--- config.mk ---
export PLATFORM = sky130hd
export DESIGN_NAME = mem_arbiter
export DESIGN_NICKNAME = d
export VERILOG_FILES = /design/src/rtl/mem_arb_pkg.sv /design/src/rtl/mem_arbiter_arb_priority.sv /design/src/rtl/mem_arbiter.sv
export SDC_FILE = /design/constraint.sdc
export NUM_CORES = 1
export LEC_CHECK = 0
export ABC_AREA = 0
export CAP_MARGIN = 5
export CORE_MARGIN = 2
export CORE_UTILIZATION = 46
export DETAILED_ROUTE_END_ITERATION = 16
export PLACE_DENSITY = 0.94
export RECOVER_POWER = 100
export SLEW_MARGIN = 20
export SYNTH_ARGS = -nofsm -noshare
export SYNTH_HDL_FRONTEND = slang
export SYNTH_SLANG_ARGS = --single-unit
export TNS_END_PERCENT = 1
--- constraint.sdc ---
create_clock -name clk -period 4.25 [get_ports clk]
set_input_delay 0.425 -clock clk [delete_from_list [all_inputs] [get_ports clk]]
set_output_delay 0.425 -clock clk [all_outputs]
set_load 0.02 [all_outputs]
--- src/rtl/mem_arb_pkg.sv ---
// Shared definitions for the unified instruction/data memory arbiter:
// access-mode codes, slot-state encoding and the latched slot record.
package mem_arb_pkg;

  localparam logic [2:0] MODE_BYTE = 3'd1;
  localparam logic [2:0] MODE_WORD = 3'd2;

  typedef enum logic [1:0] {
    SLOT_IDLE = 2'd0,
    SLOT_I    = 2'd1,
    SLOT_D    = 2'd2
  } slot_state_t;

  typedef struct packed {
    logic [31:0] addr;
    logic [31:0] wdata;
    logic [2:0]  mode;
    logic        write;
  } slot_t;

endpackage

--- src/rtl/mem_arbiter_arb_priority.sv ---
// Data-first grant logic with a saturating starvation counter that forces a
// pending fetch through after STARVE_LIMIT consecutive data grants.
module arb_priority #(
  parameter int STARVE_LIMIT = 4
) (
  input  logic clk,
  input  logic reset,
  input  logic iReq,
  input  logic dReq,
  output logic iGnt,
  output logic dGnt
);

  localparam logic [3:0] LIMIT = 4'(STARVE_LIMIT);

  logic [3:0] r_starve;
  logic       w_force;

  assign w_force = (r_starve == LIMIT) && iReq;
  assign dGnt    = dReq && !w_force;
  assign iGnt    = iReq && (!dReq || w_force);

  // A fetch that is not waiting cannot be starved, so the count only runs while iReq is held.
  always_ff @(posedge clk or negedge reset) begin
    if (!reset) begin
      r_starve <= 4'd0;
    end else if (!iReq || iGnt) begin
      r_starve <= 4'd0;
    end else if (dGnt && (r_starve != LIMIT)) begin
      r_starve <= r_starve + 4'd1;
    end
  end

endmodule

--- src/rtl/mem_arbiter.sv ---
// Arbitrates the single memory port between fetch and load/store through a
// one-cycle access slot; results return to the owner one cycle later.
module mem_arbiter
  import mem_arb_pkg::*;
#(
  parameter int STARVE_LIMIT = 4
) (
  input  logic        clk,
  input  logic        reset,
  input  logic        iReq,
  input  logic [31:0] iAddress,
  output logic        iGnt,
  output logic        iValid,
  output logic [31:0] iData,
  input  logic        dReq,
  input  logic [31:0] dAddress,
  input  logic [31:0] dWriteData,
  input  logic [2:0]  dMode,
  input  logic        dWrite,
  output logic        dGnt,
  output logic        dValid,
  output logic [31:0] dData,
  output logic [31:0] memAddress,
  output logic [31:0] memWriteData,
  output logic [2:0]  memMode,
  output logic        memWrite,
  output logic        memRead,
  input  logic [31:0] memReadData
);

  slot_state_t r_state;
  slot_state_t w_stateNext;
  slot_t       r_slot;
  slot_t       w_slotNext;
  logic        w_iGnt;
  logic        w_dGnt;
  logic        r_iValid;
  logic        r_dValid;
  logic [31:0] r_iData;
  logic [31:0] r_dData;

  arb_priority #(
    .STARVE_LIMIT(STARVE_LIMIT)
  ) u_arbPriority (
    .clk  (clk),
    .reset(reset),
    .iReq (iReq),
    .dReq (dReq),
    .iGnt (w_iGnt),
    .dGnt (w_dGnt)
  );

  assign iGnt   = w_iGnt;
  assign dGnt   = w_dGnt;
  assign iValid = r_iValid;
  assign iData  = r_iData;
  assign dValid = r_dValid;
  assign dData  = r_dData;

  always_ff @(posedge clk or negedge reset) begin
    if (!reset) begin
      r_state <= SLOT_IDLE;
      r_slot  <= '0;
    end else begin
      r_state <= w_stateNext;
      r_slot  <= w_slotNext;
    end
  end

  // The grants are mutually exclusive, so at most one branch loads the slot.
  always_comb begin
    w_stateNext = SLOT_IDLE;
    w_slotNext  = r_slot;
    if (w_dGnt) begin
      w_stateNext = SLOT_D;
      w_slotNext  = '{addr: dAddress, wdata: dWriteData, mode: dMode, write: dWrite};
    end else if (w_iGnt) begin
      w_stateNext = SLOT_I;
      w_slotNext  = '{addr: iAddress, wdata: 32'd0, mode: MODE_WORD, write: 1'b0};
    end
  end

  always_comb begin
    memAddress   = 32'd0;
    memWriteData = 32'd0;
    memMode      = 3'd0;
    memWrite     = 1'b0;
    memRead      = 1'b0;
    case (r_state)
      SLOT_I: begin
        memAddress = r_slot.addr;
        memMode    = MODE_WORD;
        memRead    = 1'b1;
      end
      SLOT_D: begin
        memAddress = r_slot.addr;
        memMode    = r_slot.mode;
        if (r_slot.write) begin
          memWrite     = 1'b1;
          memWriteData = r_slot.wdata;
        end else begin
          memRead = 1'b1;
        end
      end
      default: begin
        memRead = 1'b0;
      end
    endcase
  end

  // Read data is captured at the edge that closes the access cycle; stores report zero.
  always_ff @(posedge clk or negedge reset) begin
    if (!reset) begin
      r_iValid <= 1'b0;
      r_dValid <= 1'b0;
      r_iData  <= 32'd0;
      r_dData  <= 32'd0;
    end else begin
      r_iValid <= (r_state == SLOT_I);
      r_dValid <= (r_state == SLOT_D);
      if (r_state == SLOT_I) begin
        r_iData <= memReadData;
      end
      if (r_state == SLOT_D) begin
        r_dData <= r_slot.write ? 32'd0 : memReadData;
      end
    end
  end

endmodule

==> results.yml <==
status:
  status: "finished, violations left"
  violations: "max-capacitance violations, max-slew violations"
floorplanning:
  die_w_microns: 121
  start_util_pct: 47.2
  ios: 273
  fp-row-count: 42
  die_h_microns: 121
  design.die.area_sq_um: 14600
  core_area_sq_um: 13300
worst_hold_path:
  hold_depth: 1
  hold_path_class: "reg2reg"
  min_to: "iData[8]"
  min_from: "iData[8]"
global_route:
  grt_start_max_net_pins: 110
  grt_use_total_pct: 24.9
  first_global_vias: 5553
  grt_pass1_wl_microns: 28400
  gr-total-overflow: 0
  antenna_found_initial: 0
logic_synthesis:
  muxShareOfSynthArea_pct: 10.8
  synth_cells: 575
  syn-num-nets: 715
  yosys-top-cells-area: "dfrtp_1 (56%), mux2_1 (5.7%), mux2i_1 (5.1%), o21ai_1 (5.1%), a21o_1 (4.2%)"
  yosys.area_share.simple_pct: 16.7
  yosys_register_bits: 140
  syn-mean-instance-area_sq_um: 10.9
  synth_compound_area_share_pct: 9.44
  synthAdderAreaFrac_pct: 0.797
  synth_top_area_cell: "dfrtp_1"
  synth-seq-area-share_pct: 55.8
  netlist.area_leader.share_pct: 55.8
  synth_xor_area_share_pct: 0.279
  syn-cell-area_sq_um: 6280
  synth_cell_types: 23
  synth_top_family_by_area: "simple AND/OR/NAND/NOR gates"
  synth_warnings: 0
detailed_routing:
  vias_per_cell: 5.17
  wl_per_cell_microns: 17.7
  drt_first_iter_violations: 340
  drc: 0
  totalWireLength_microns: 18000
  num_vias: 5245
  ant_nets: 0
  first_pass_iters: 8
placed_design:
  place_congestion: 0.761
  dp_hpwl_microns: 11900
  port_buffers: 272
  placed_area_sq_um: 9030
finish:
  seq_area_sq_um: 3500
  area_growth_pct: 53.5
  mostFrequentLayoutCell: "dfrtp_1"
  diodes: 0
  multiInputGateArea_sq_um: 2390
  final_core_util_pct: 72.5
  layout_common_cells: "dfrtp_1 (140), dlygate4sd3_1 (137), clkdlybuf4s50_1 (133), o21ai_0 (61), inv_1 (37)"
  fillerInstances: 920
  nNetsFinal: 967
  fin_area_sq_um: 9640
  drive_gt1_share_pct: 5.01
sta:
  finalSetupTns_ns: 0
  setup_violations: 0
  finalCritPeriodShare_pct: 80.4
  finalClockSkew_ns: 0.00662
  rsz0062_at_grt: "false"
  worst_pin_slew_ns: 2.06
  min_period_ns: 3.42
  slew_violations: 37
  final_hold_viol_count: 0
  fmax_ghz: 0.293
  maxSlewHeadroom_pct: -37.3
setup_path:
  reg2reg_from: "u_arbPriority.r_starve[0]"
  rr_endpoint: "r_slot[47]"
  cp-start-kind: "flop"
  crit_path_end_kind: "primary output"
  rrSetupSlack_ns: 1.22
  arrival_ns: 2.99
  path_max_fanout: 33
  worstRegToRegCells: 6
  worstPathRequired_ns: 3.83
  critPathKind: "reg2out"
flow_run:
  cap_violations: 1
clock_tree:
  clk_latency_ns: 0.41
  cts-root-buf: "clkbuf_16"
  htree_levels: 4
  cts_sinks: 140
  tritoncts.num_buffers: 17
  clockBufferDepth: 2
  clk_pin_slew_ns: 0.06
  cts_tree: "done"
power_and_ir_drop:
  vdd_ir_drop_max_uv: 212
  power_density_nw_per_um2: 404
  power.total_mw: 3.89
  p_leak_nw: 4.69
==> worst max-delay path by stage <==
| stage | from | endpoint | slack, ns |
|---|---|---|---|
| 3_5_place_dp | u_arbPriority.r_starve[0] | iGnt | 1.47 |
| 3_3_place_gp | u_arbPriority.r_starve[0] | iGnt | 1.51 |
| 6_report | u_arbPriority.r_starve[0] | iGnt | 0.83 |
| 2_1_floorplan | r_state[0] | memRead | 2.35 |
| 5_1_grt | reset | r_slot[11] | 0.57 |
| 4_1_cts | u_arbPriority.r_starve[0] | iGnt | 1.03 |
==> cell usage after synthesis (all sizes together) <==
cell type    n
nor3         1
mux2        32
and2         4
nand2       32
and3        36
a21o        35
buf         19
ha           4
nor2         3
nand4b       1
a21oi        2
xnor2        1
inv         37
xor2         1
nor2b       34
nor3b       35
clkbuf      29
nand3       33
mux2i       32
dfrtp      140
o21ai       64
==> power breakdown <==
group / total, mW / switching [mW] / internal (mW)
Clock: 1.48 / 0.555 / 0.927
Sequential: 1.57 / 0.0848 / 1.48
Combinational: 0.838 / 0.431 / 0.407
Total: 3.89 / 1.07 / 2.82
==> layout make-up <==
cell class	instances	area share (%)
flip-flops and latches	140	36.3
repair buffers	281	29.0
multi-input cells	350	24.8
clock buffers	18	4.56
well taps	176	2.28
clock inverters	12	1.54
inverters	37	1.44
==> layer usage <==
metal | wire (microns) | track usage [%] | vias to the layer above
li1 | - | - | 2444
met1 | 7350 | 31.2 | 2563
met4 | 344 | 8.21 | 0
met2 | 8980 | 41.6 | 212
met3 | 1320 | 6.86 | 26
met5 | 0 | 0 | -
==> logic make-up after synthesis <==
| family | count (synthesis) |
|---|---|
| AO/OA/AOI/OAI | 101 |
| XOR/XNOR | 2 |
| adder cells (fa/ha/maj) | 4 |
| buffers and inverters | 85 |
| flip-flops | 140 |
| multiplexers | 64 |
| AND/OR/NAND/NOR | 179 |
==> metrics by stage <==
step	worst slack, ns	cells	hold WS, ns
after global placement	1.51	982	0.468
after global routing	0.575	1014	0.503
after detailed placement	1.47	982	0.474
after floorplan	2.35	575	0.129
final	0.834	1014	0.480
after CTS	1.03	1012	0.197
==> critical path: stages, from the launching register on <==
cell and delay, ns:
dfrtp_1 0.39, inv_1 0.09, ha_1 0.19, nand4b_4 0.43, and2_0 0.56, nor2b_1 0.23
dlygate4sd3_1 0.69
==> registers in the layout, summed over array words and instances (netlist names) <==
signal	cells
iValid	1
r_state	2
dValid	1
u_arbPriority.r_starve	4
dData	32
iData	32
r_slot	68
==> what timing repair did <==
| action | 4_1_cts | 5_1_grt |
|---|---|---|
| endpoints found under the setup margin | 0 | 0 |
| hold buffers | 0 | 1 |
| gates resized for setup | 0 | 0 |
| setup buffers | 0 | 0 |
| hold endpoints to repair | 0 | 36 |
Note: power is estimated with default switching activity, not from simulation.
